<file path="config.mk">
export PLATFORM = sky130hd
export DESIGN_NAME = fifo_wr_arbiter
export DESIGN_NICKNAME = d
export VERILOG_FILES = /design/src/rtl/fifo_wr_arbiter.sv
export SDC_FILE = /design/constraint.sdc
export NUM_CORES = 1
export LEC_CHECK = 0
export CORE_ASPECT_RATIO = 1.1
export CORE_MARGIN = 2
export CORE_UTILIZATION = 45
export DETAILED_ROUTE_END_ITERATION = 8
export DONT_BUFFER_PORTS = 1
export GPL_TIMING_DRIVEN = 0
export SKIP_CTS_REPAIR_TIMING = 1
export SLEW_MARGIN = 30
export SYNTH_ARGS = -nofsm -noshare
export SYNTH_HDL_FRONTEND = slang
export SYNTH_SLANG_ARGS = --single-unit
</file>
<file path="constraint.sdc">
create_clock -name wclk -period 2.82 [get_ports wclk]
set_input_delay 0.846 -clock wclk [delete_from_list [all_inputs] [get_ports wclk]]
set_output_delay 0.846 -clock wclk [all_outputs]
set_load 0.02 [all_outputs]
</file>
<file path="src/rtl/fifo_wr_arbiter.sv">
// Round-robin arbiter sharing one FIFO write port among N requesters.
// Grants are bursts of up to MAX_BURST words; writes are held off while wfull is high.
module fifo_wr_arbiter #(
    parameter int N         = 4,
    parameter int W         = 8,
    parameter int MAX_BURST = 4
) (
    input  logic                 wclk,
    input  logic                 wrst_n,
    input  logic [N-1:0]         req,
    input  logic [N*W-1:0]       req_data,
    output logic [N-1:0]         req_ack,
    input  logic                 wfull,
    output logic                 winc,
    output logic [W-1:0]         wdata,
    output logic                 busy,
    output logic [$clog2(N)-1:0] grant_id,
    output logic [15:0]          stall_cnt
);

    localparam int IDW = $clog2(N);
    localparam logic [3:0] BURST_LAST = 4'(MAX_BURST - 1);

    typedef enum logic {IDLE, GRANT} state_t;

    state_t         state;
    logic [IDW-1:0] last_grant;
    logic [3:0]     burst_cnt;
    logic           sel_req;
    logic [IDW-1:0] pick_id;
    logic           pick_vld;

    function automatic logic [15:0] sat_inc16(input logic [15:0] v);
        return (v == 16'hFFFF) ? v : v + 16'd1;
    endfunction

    assign sel_req = req[grant_id];
    assign busy    = (state == GRANT);

    // Write port is purely combinational off the held grant; reset kills it at once.
    always_comb begin
        winc    = 1'b0;
        req_ack = '0;
        wdata   = '0;
        if (wrst_n && state == GRANT) begin
            winc    = sel_req & ~wfull;
            req_ack = {{(N-1){1'b0}}, winc} << grant_id;
            wdata   = req_data[int'(grant_id)*W +: W];
        end
    end

    // Search starts just past the previous grantee and wraps.
    always_comb begin
        pick_id  = '0;
        pick_vld = 1'b0;
        for (int k = 1; k <= N; k++) begin
            if (!pick_vld && req[(int'(last_grant) + k) % N]) begin
                pick_vld = 1'b1;
                pick_id  = IDW'((int'(last_grant) + k) % N);
            end
        end
    end

    always_ff @(posedge wclk or negedge wrst_n) begin
        if (!wrst_n) begin
            state      <= IDLE;
            grant_id   <= '0;
            last_grant <= IDW'(N - 1);
            burst_cnt  <= '0;
            stall_cnt  <= '0;
        end else begin
            case (state)
                IDLE: begin
                    if (pick_vld) begin
                        grant_id  <= pick_id;
                        burst_cnt <= '0;
                        state     <= GRANT;
                    end
                end
                GRANT: begin
                    if (!sel_req) begin
                        state      <= IDLE;
                        last_grant <= grant_id;
                    end else if (wfull) begin
                        stall_cnt <= sat_inc16(stall_cnt);
                    end else begin
                        burst_cnt <= burst_cnt + 4'd1;
                        if (burst_cnt == BURST_LAST) begin
                            state      <= IDLE;
                            last_grant <= grant_id;
                        end
                    end
                end
                default: state <= IDLE;
            endcase
        end
    end

endmodule

</file>
After elaboration in Yosys (flattened, before gate mapping)

Cells that the tools add are included.

Register bits after elaboration: 25
Word-level logic and storage cells: 85
Bits of input ports: 39
Output and inout port bits: 32

Mux-type cells: 37
Equal/unequal tests: 7
Bitwise logic cells: 8
Add/sub/neg operators: 6
Magnitude comparators: 5
Shift-type cells: 2
Reductions and logical operators: 15

Operators by type and width:

| cell                  | number |
|---|---|
| $shiftx 32x6->8       | 1 |
| $mux 1                | 18 |
| $add 16x1->16 const B | 1 |
| $eq 16x16->1 const B  | 1 |
| $lt 3x4->1 const B    | 4 |
| $mux 4                | 4 |
| $mux 2                | 7 |
| $bmux 1 s2            | 5 |
| $mux 8                | 1 |
| $pmux 4 s2            | 1 |
| $reduce_or 2->1       | 4 |
| $ne 2x2->1 const B    | 3 |
| $reduce_and 3->1      | 2 |
| $add 2x1->2 const B   | 2 |
| $add 2x2->2 const B   | 2 |
| $add 4x1->4 const B   | 1 |
| $and 1x1->1 const A   | 4 |
| $eq 4x2->1 const B    | 1 |
| $logic_and 1x1->1     | 4 |
| $ne 2x1->1 const B    | 2 |
| $reduce_and 4->1      | 1 |
| $shl 1x2->4           | 1 |
| $logic_not 1->1       | 3 |
| $lt 2x3->1 const B    | 1 |
| other kinds (4)       | 6 |

Logic depth before layout (Yosys ltp)

Gate-level depths: netlist of the first run.

Word-level depth: 18
Mapped depth: 7
Gate-level depth less buffers: 6

Worst setup path before layout of the first run

Ideal clock, no wire load.

Path type: input port to output port
From: input port req[3]
To: output port req_ack[1]
Stages on the path: 5
Data arrival time: 1.983 ns
Path buffers: 1
Setup slack: -0.009 ns
Data required time: 1.974 ns
Path through: mux4_2 -> nand2b_1 -> buf_2 -> nor2_1 -> and3_1

Word-level cells in the longest chain between the ends: 5

Ends and longest elaborated chain:

| item                         | line | RTL |
|---|---|---|
| start, declared              | 10   | `input logic [N-1:0] req,` |
| $bmux 1 s2                   | 37   | `assign sel_req = req[grant_id];` |
| $mux 1 (not written as such) | 37   |  |
| $and 1x1->1                  | 46   | `winc = sel_req & ~wfull;` |
| $shl 1x2->4                  | 47   | `req_ack = {{(N-1){1'b0}}, winc} << grant_id;` |
| $mux 4                       | 45   | `if (wrst_n && state == GRANT) begin` |
| end, declared                | 12   | `output logic [N-1:0] req_ack,` |

Every way passes these cells. The select of a mux whose other input is x is not followed.

Final worst setup path of the first run

From: register grant_id[1]
To: output port req_ack[0]

Word-level cells in the longest chain between the ends: 5

Ends and longest elaborated chain:

| item                         | line | RTL |
|---|---|---|
| start, declared              | 17   | `output logic [$clog2(N)-1:0] grant_id,` |
| start signal, assigned       | 75   | `grant_id <= pick_id;` |
| $bmux 1 s2                   | 37   |  |
| $mux 1 (not written as such) | 37   |  |
| $and 1x1->1                  | 46   |  |
| $shl 1x2->4 *                | 47   |  |
| $mux 4 *                     | 45   |  |

Every way passes the cells marked *; elsewhere a longest branch is shown, timed or not. The select of a mux whose other input is x is not followed.

==> results of run 1 <==
[how the worst max path moves through the flow]
stage,startpoint,endpoint,depth (start not counted)
6_report,grant_id[1]$_DFFE_PN0P_,req_ack[0],5
5_1_grt,grant_id[1]$_DFFE_PN0P_,req_ack[0],5
4_1_cts,busy$_DFF_PN0_,req_ack[2],4
3_5_place_dp,req[3],req_ack[1],5
3_3_place_gp,req[2],req_ack[2],4
2_1_floorplan,req[2],req_ack[0],4
[cell families (layout without fill, tap and decap cells)]
group | count (synthesis) | after routing | share of synthesized area [%]
adder cells (fa/ha/maj) | 2 | 2 | 1.597
flip-flops | 25 | 25 | 40.10
multiplexers | 11 | 11 | 14.30
buffers and inverters | 15 | 22 | 4.073
AO/OA/AOI/OAI | 18 | 18 | 7.909
AND/OR/NAND/NOR | 61 | 61 | 23.08
XOR/XNOR | 16 | 16 | 8.946
[cell usage after synthesis (3+ instances only)]
cell type and n:
dfrtp_1 23, xnor2_1 13, nand2_1 11, mux4_2 9, nand4_1 8, nor2b_1 8, inv_1 7, nand3_1 7
nor2_1 7, o21ai_0 6, a21oi_1 4, and3_1 3, buf_2 3, clkbuf_1 3, xor2_1 3
[layout make-up]
cell class | instances | share of cell area, %
multi-input cells | 108 | 52.88
flip-flops and latches | 25 | 35.46
well taps | 48 | 3.371
plain buffers | 8 | 3.160
repair buffers | 3 | 1.966
inverters | 7 | 1.475
clock buffers | 3 | 1.264
clock inverters | 1 | 0.4213
[routing by layer]
layer / GRT usage (%) / vias up / routed length, µm
met4: 6.667 / 0 / 44
met5: 0 / - / 0
li1: - / 557 / -
met2: 33.97 / 58 / 1842
met1: 22.75 / 592 / 1437
met3: 2.740 / 4 / 310
[through the flow]
stage	hold WS [ns]	std cells
final	0.1852	203
after global placement	0.5296	196
after global routing	0.1483	203
after floorplan	0.4964	148
after detailed placement	0.5238	196
after CTS	0.1816	200
[flip-flops by register name (all words and copies together), names as in the netlist]
| signal | flops |
|---|---|
| stall_cnt | 16 |
| burst_cnt | 4 |
| grant_id | 2 |
| last_grant | 2 |
| busy | 1 |
[where the power goes]
part / leakage, nW / internal [mW] / switching [mW]
Clock: 0.0139 / 0.0542 / 0.116
Sequential: 0.318 / 0.452 / 0.184
Combinational: 0.369 / 0.348 / 0.375
Total: 0.701 / 0.854 / 0.675
[worst reg2reg max path, delay by kind of cell (launching register included)]
family	cells	cell delay, ns
xor gates and xnor gates	1	0.16
and+or+nand+nor	2	0.31
DFF	1	0.54
adders and majority gates	1	0.30
buffers and inverters	2	0.38
AOI/OAI and AO/OA	1	0.24
==> metrics.txt, run 1 <==
status completed; worst-path fanout max 5; post-DP HPWL 2.764 mm; ranking of synthesized cells by area dfrtp_1 37%, mux4_2 13%, xnor2_1 7.3%, dfstp_2 3.4%, nand4_1 3.2%; DP Area 1630 µm²; clock skew 0.005879 ns; Filler cells 296; root buffer cell clkbuf_4; syn avg cell area 10.58 µm²; min cycle time layout 2.777 ns; largest net degree at the start of global routing 27; Iter 0 DRT Violations 32; R2R cell count 7; CTS tree done; critical path cell sequence mux4_2, nand2b_1, buf_6, buf_12, nor4_4; die area 3970 µm²; die extent in x 60.26 µm; Vert. Die Dim 65.88 µm; Max clock buf depth 2; Total Wirelength 3.635 mm; Placeable Area 3331 µm²; antenna violations before repair 0; Setup TNS 0 ns; IO Pins 71; Layout area overhead 13.74%; cells after synthesis 148; Critical Path AT 1.93 ns; fin nets 197; CP startpoint kind register; critical path capture point type primary output; Synth Register Bits 25; Synth Flop Type dfrtp_1; antenna fix cells 0; Port Buffers 0; synthesized cell area 1567 µm²; Slew HR 44.09%; HP Class in -> async; sequential area share after synthesis 40.10%; total CTS buffers 3; commonest non-fill, non-tap cell in the layout dfrtp_1; Reg clk slew, reported paths 0.15 ns; Highest Clock Rate 360.1 MHz; worst r2r src stall_cnt[0]$_DFFE_PN0P_; worst skew pair latency 0.33 ns; Vias per Instance 5.966; Buf+Inv Stages, Crit Path 2; leakage 0.7009 nW; yosys warns 0; post-synth top area share 36.74%; Unique masters post-synth 40; Crit-path slowest cell dfrtp_2; first-pass GRT wire length 5.699 mm; delay-heaviest family, CP flip-flops; ys async rst share 100.0%; VDD IR max 0.0003989 V; R2R Path End stall_cnt[14]$_DFFE_PN0P_; wire per inst 17.91 µm; CP Class reg -> out; vias in the first global route 1235; Cell Rows 22; gr usage total 19.03%; clk sinks 25; Pins Over Slew Limit 0; WP data required 1.97 ns; max incr delay on CP 0.52 ns; period utilization 98.49%; final setup vio count 0; Detailed Routing Iterations Pass 1 4; pre-CTS setup slack -0.09351 ns; cell taking the most area after synthesis dfrtp_1; setup ws final 0.04270 ns; Util after Layout 53.49%; post-route design area 1782 µm²; DR vias 1211; FF/Latch Area 631.9 µm²; remaining global-route overflow 0; Max-Cap Viols 0; PwrDens 858.5 nW/µm²; starting density of the core 47.03%; syn nets 189; most frequent cells in the layout 20 x dfrtp_1, 13 x xnor2_1, 11 x nand2_1, 9 x mux4_2; drt drc 0; GPL Wtd Cong 0.7528; Hold Violations, Final 0; worst slew pin tran 0.8271 ns; multi-input logic area 942.2 µm²; DRT antenna net count 0; Tot Pwr 1.530 mW; RSZ-0062 raised after global routing true; H-tree levels 1; FF-to-FF setup slack 0.78 ns; Post-synth EDFFs 0; share of layout cells above drive strength 1 30.97%
No activity file was read; power rests on OpenSTA's default activity.
==> run 2, diff against run 1 <==
- PLACE_DENSITY_LB_ADDON: not set -> 0.1
==> metrics.txt, run 2 (synthesis gave the netlist of run 1 again) <==
met2 routed wirelength 1.751 mm (-4.9%); status completed; Pins Over Slew Limit 0 (unchanged); antenna violations before repair 0 (unchanged); clk sinks 25 (unchanged); max incr delay on CP 0.57 ns (+0.05 ns); die area 3970 µm² (unchanged); post-DP HPWL 2.675 mm (-3.2%); vias in the first global route 1175 (-4.9%); worst slew pin tran 0.8470 ns (+0.01991 ns); remaining global-route overflow 0 (unchanged); clock skew 0.01699 ns (+0.01111 ns); setup ws final 0.04848 ns (+0.005781 ns); antenna fix cells 0 (unchanged); Slew HR 42.74% (-1.3 points); Top Layer Used met4; Cell Rows 22 (unchanged); Iter 0 DRT Violations 37 (+16%); Reg clk slew, reported paths 0.16 ns (about the same); Placeable Area 3331 µm² (unchanged); critical path capture point type primary output; Hold Violations, Final 0 (unchanged); leakage 0.7042 nW (+0.47%); final setup vio count 0 (unchanged); post-route insts no fill 205 (+0.99%); DR vias 1215 (+0.33%); DRT antenna net count 0 (unchanged); GPL Wtd Cong 0.7891 (+4.8%); worst-path fanout max 5 (unchanged); Highest Clock Rate 360.8 MHz (+0.21%); IO Pins 71 (unchanged); M1 WL 1.449 mm (+0.84%); PwrDens 850.4 nW/µm² (-0.95%); DP Area 1630 µm² (unchanged); H-tree levels 1 (unchanged); total CTS buffers 3 (unchanged); wire per inst 16.97 µm (-5.3%); period utilization 98.28% (-0.21 points); worst skew pair latency 0.33 ns (about the same); CP startpoint kind register; Regs by FF count stall_cnt (16), burst_cnt (4); largest net degree at the start of global routing 27 (unchanged); drt drc 0 (unchanged); gr usage total 17.42% (-1.6 points); CTS tree done; VDD IR max 0.0003531 V (-11%); Vias per Instance 5.927 (-0.65%); most frequent cells in the layout 20 x dfrtp_1, 13 x xnor2_1, 11 x nand2_1, 9 x mux4_2; Layout area overhead 13.90%; Total Wirelength 3.478 mm (-4.3%); Max clock buf depth 2 (unchanged); Setup TNS 0 ns (unchanged); Critical Path AT 1.93 ns (about the same); critical path cell sequence mux4_2, nand2b_1, buf_6, nor2_4, and3_4; share of layout cells above drive strength 1 31.85% (+0.88 points); Max-Cap Viols 0 (unchanged); min cycle time layout 2.772 ns (-0.005781 ns); met3 wire length 247 µm (-20%); RSZ-0062 raised after global routing true; first-pass GRT wire length 5.237 mm (-8.1%); Filler cells 305 (+3.0%); Crit-path slowest cell mux4_2; starting density of the core 47.03% (unchanged); die extent in x 60.26 µm (unchanged); Vert. Die Dim 65.88 µm (unchanged); CP Class reg -> out; Util after Layout 53.57% (+0.075 points); commonest non-fill, non-tap cell in the layout dfrtp_1; root buffer cell clkbuf_4; pre-CTS setup slack -0.1300 ns (-0.03649 ns); Tot Pwr 1.517 mW (-0.81%); hold_ws 0.1760 ns (-0.009146 ns); max reg flops 16 (unchanged); WP data required 1.97 ns (about the same); fin nets 199 (+1.0%); Inst Count DP 196 (unchanged); register with the most flip-flops stall_cnt; HP Class in -> async; Detailed Routing Iterations Pass 1 4 (unchanged); post-route design area 1784 µm² (+0.14%); Port Buffers 0 (unchanged)
==> run 2: changes by cell type in the layout (fill, tap and decap cells not counted), sizes merged <==
cell,previous run,this run
buf,7,8
clkbuf,7,8
==> run 2: worst paths after layout <==
path	from	depth (start not counted)	endpoint	slack, ns
max in group asynchronous	wrst_n	0	last_grant[1]$_DFFE_PN1P_	2.45
worst max-delay path	grant_id[1]$_DFFE_PN0P_	5	req_ack[1]	0.05
worst max register to register	stall_cnt[0]$_DFFE_PN0P_	7	stall_cnt[3]$_DFFE_PN0P_	0.80
worst min register to register	last_grant[0]$_DFFE_PN1P_	2	last_grant[0]$_DFFE_PN1P_	0.56
min in group wclk	last_grant[0]$_DFFE_PN1P_	2	last_grant[0]$_DFFE_PN1P_	0.56
worst min-delay path	wrst_n	0	stall_cnt[0]$_DFFE_PN0P_	0.18
==> run 2: final cells by class <==
class,instances,area (µm²),share of cell area [%]
Buffer,8,56.30,3.156
Clock buffer,3,22.52,1.262
Clock inverter,1,7.507,0.4208
Inverter,7,26.28,1.473
Multi-Input combinational cell,108,942.2,52.81
Sequential cell,25,631.9,35.41
Tap cell,48,60.06,3.366
Timing Repair Buffer,5,37.54,2.104
==> run 2: report_power, final <==
part / total [mW] / internal, mW / switching, mW
clock network: 0.172 / 0.0543 / 0.117
registers: 0.632 / 0.452 / 0.179
logic: 0.714 / 0.346 / 0.368
total: 1.52 / 0.853 / 0.665
==> run 2: critical path: cells and delay by family (launching register included) <==
family / cells / cell delay, ns
multiplexers: 1 / 0.57
flip-flops: 1 / 0.51
AND/OR/NAND/NOR: 3 / 0.38
buffers and inverters: 1 / 0.14
==> run 2: metal layers <==
layer	GRT usage, %	vias to the layer above
li1	-	562
met1	22.01	599
met2	29.89	50
met3	3.131	4
met4	5.000	0
met5	0	-
==> run 3, diff against run 2 <==
- CAP_MARGIN: not set -> 30
- CORE_UTILIZATION: 45 -> 37
==> metrics.txt, run 3 (synthesis gave the netlist of run 1 again) <==
setup ws final 0.04202 ns (-0.006462 ns); hold_ws 0.2651 ns (+0.08908 ns); Max clock buf depth 2 (unchanged); Filler cells 410 (+34%); worst-path fanout max 6 (+1); die area 4771 µm² (+20%); Critical Path AT 1.93 ns (about the same); clock skew 0.005838 ns (-0.01115 ns); Iter 0 DRT Violations 70 (+89%); delay-heaviest family, CP multiplexers; register with the most flip-flops stall_cnt; wire per inst 16.26 µm (-4.1%); min cycle time layout 2.778 ns (+0.006462 ns); Slew HR 43.40% (+0.66 points); Max-Cap Viols 0 (unchanged); die extent in x 66.04 µm (+9.6%); drt drc 0 (unchanged); worst skew pair latency 0.26 ns (-0.07 ns); Buf+Inv Stages, Crit Path 1 (unchanged); DRT antenna net count 0 (unchanged); commonest non-fill, non-tap cell in the layout dfrtp_1; Pins Over Slew Limit 0 (unchanged); WP data required 1.97 ns (about the same); Placeable Area 4024 µm² (+21%); CP Class in -> out; Cell Rows 24 (+9.1%); share of layout cells above drive strength 1 25.00% (-6.8 points); Vert. Die Dim 72.25 µm (+9.7%); clk sinks 25 (unchanged); Layout area overhead 12.70%; CP startpoint kind primary input; Reg clk slew, reported paths 0.09 ns (-0.07 ns); max incr delay on CP 0.50 ns (-0.07 ns); remaining global-route overflow 0 (unchanged); Total Wirelength 3.383 mm (-2.7%); first-pass GRT wire length 5.306 mm (+1.3%); GPL Wtd Cong 0.7672 (-2.8%); total CTS buffers 3 (unchanged); most frequent cells in the layout 21 x dfrtp_1, 13 x xnor2_1, 11 x nand2_1, 9 x mux4_2, 8 x nand4_1; PwrDens 855.7 nW/µm² (+0.62%); max reg flops 16 (unchanged); critical path cell sequence mux4_2, nand2b_1, buf_6, nor2_4, and3_2; largest net degree at the start of global routing 27 (unchanged); Util after Layout 43.87% (-9.7 points); worst slew pin tran 0.8372 ns (-0.009742 ns); Detailed Routing Iterations Pass 1 4 (unchanged); H-tree levels 1 (unchanged); root buffer cell clkbuf_8; final setup vio count 0 (unchanged); critical path capture point type primary output; VDD IR max 0.0003140 V (-11%); DR vias 1147 (-5.6%); RSZ-0062 raised after global routing true; Highest Clock Rate 360.0 MHz (-0.23%); period utilization 98.51% (+0.23 points); Crit-path slowest cell mux4_2; HP Class in -> async; fin nets 198 (-0.50%); Vias per Instance 5.514 (-7.0%); Port Buffers 0 (unchanged); antenna violations before repair 0 (unchanged); starting density of the core 38.93% (-8.1 points); Regs by FF count stall_cnt (16), burst_cnt (4); post-DP HPWL 2.608 mm (-2.5%); gr usage total 14.29% (-3.1 points); antenna fix cells 0 (unchanged); Hold Violations, Final 0 (unchanged); status completed; IO Pins 71 (unchanged); Setup TNS 0 ns (unchanged); vias in the first global route 1134 (-3.5%); leakage 0.7009 nW (-0.48%); CTS tree done; pre-CTS setup slack -0.09545 ns (+0.03455 ns)
## run 3: path summary, 6_finish.rpt
path | slack [ns] | to | cells after the start | startpoint
worst max-delay path | 0.04 | req_ack[1] | 5 | req[3]
worst min-delay path | 0.27 | grant_id[0]$_DFFE_PN0P_ | 0 | wrst_n
worst max register to register | 0.82 | grant_id[1]$_DFFE_PN0P_ | 5 | busy$_DFF_PN0_
worst min register to register | 0.55 | last_grant[0]$_DFFE_PN1P_ | 2 | last_grant[0]$_DFFE_PN1P_
max in group asynchronous | 2.37 | last_grant[0]$_DFFE_PN1P_ | 0 | wrst_n
min in group wclk | 0.55 | last_grant[0]$_DFFE_PN1P_ | 2 | last_grant[0]$_DFFE_PN1P_
## run 3: report_power, final
part | internal (mW) | total [mW] | switching (mW)
Sequential | 0.451 | 0.628 | 0.177
Combinational | 0.321 | 0.674 | 0.354
Clock | 0.101 | 0.208 | 0.108
## run 3: metal layers
| metal | up-vias | GRT usage (%) | wire (µm) | share of wire (%) |
|---|---|---|---|---|
| met1 | 551 | 18.33 | 1380 | 41 |
| met4 | 0 | 4.082 | 29 | 0.86 |
| met5 | - | 0 | 0 | 0 |
| met3 | 5 | 2.946 | 216 | 6.4 |
| li1 | 557 | - | - | - |
| met2 | 34 | 24.47 | 1757 | 52 |
## run 3: final cells by class
| cell class | count | area, µm² | area share [%] |
|---|---|---|---|
| Tap cell | 52 | 65.06 | 3.685 |
| Multi-Input combinational cell | 108 | 917.1 | 51.95 |
| Inverter | 7 | 26.28 | 1.488 |
| Timing Repair Buffer | 4 | 30.03 | 1.701 |
| Clock buffer | 4 | 45.04 | 2.551 |
| Sequential cell | 25 | 630.6 | 35.72 |
| Buffer | 8 | 51.30 | 2.906 |
## run 3: through the flow
stage / power, mW / cells / instance area, µm²
after CTS: 1.450 / 204 / 1680
after global routing: 1.630 / 208 / 1765
after global placement: 1.224 / 200 / 1635
final: 1.511 / 208 / 1765
after floorplan: 1.128 / 148 / 1570
after detailed placement: 1.235 / 200 / 1635
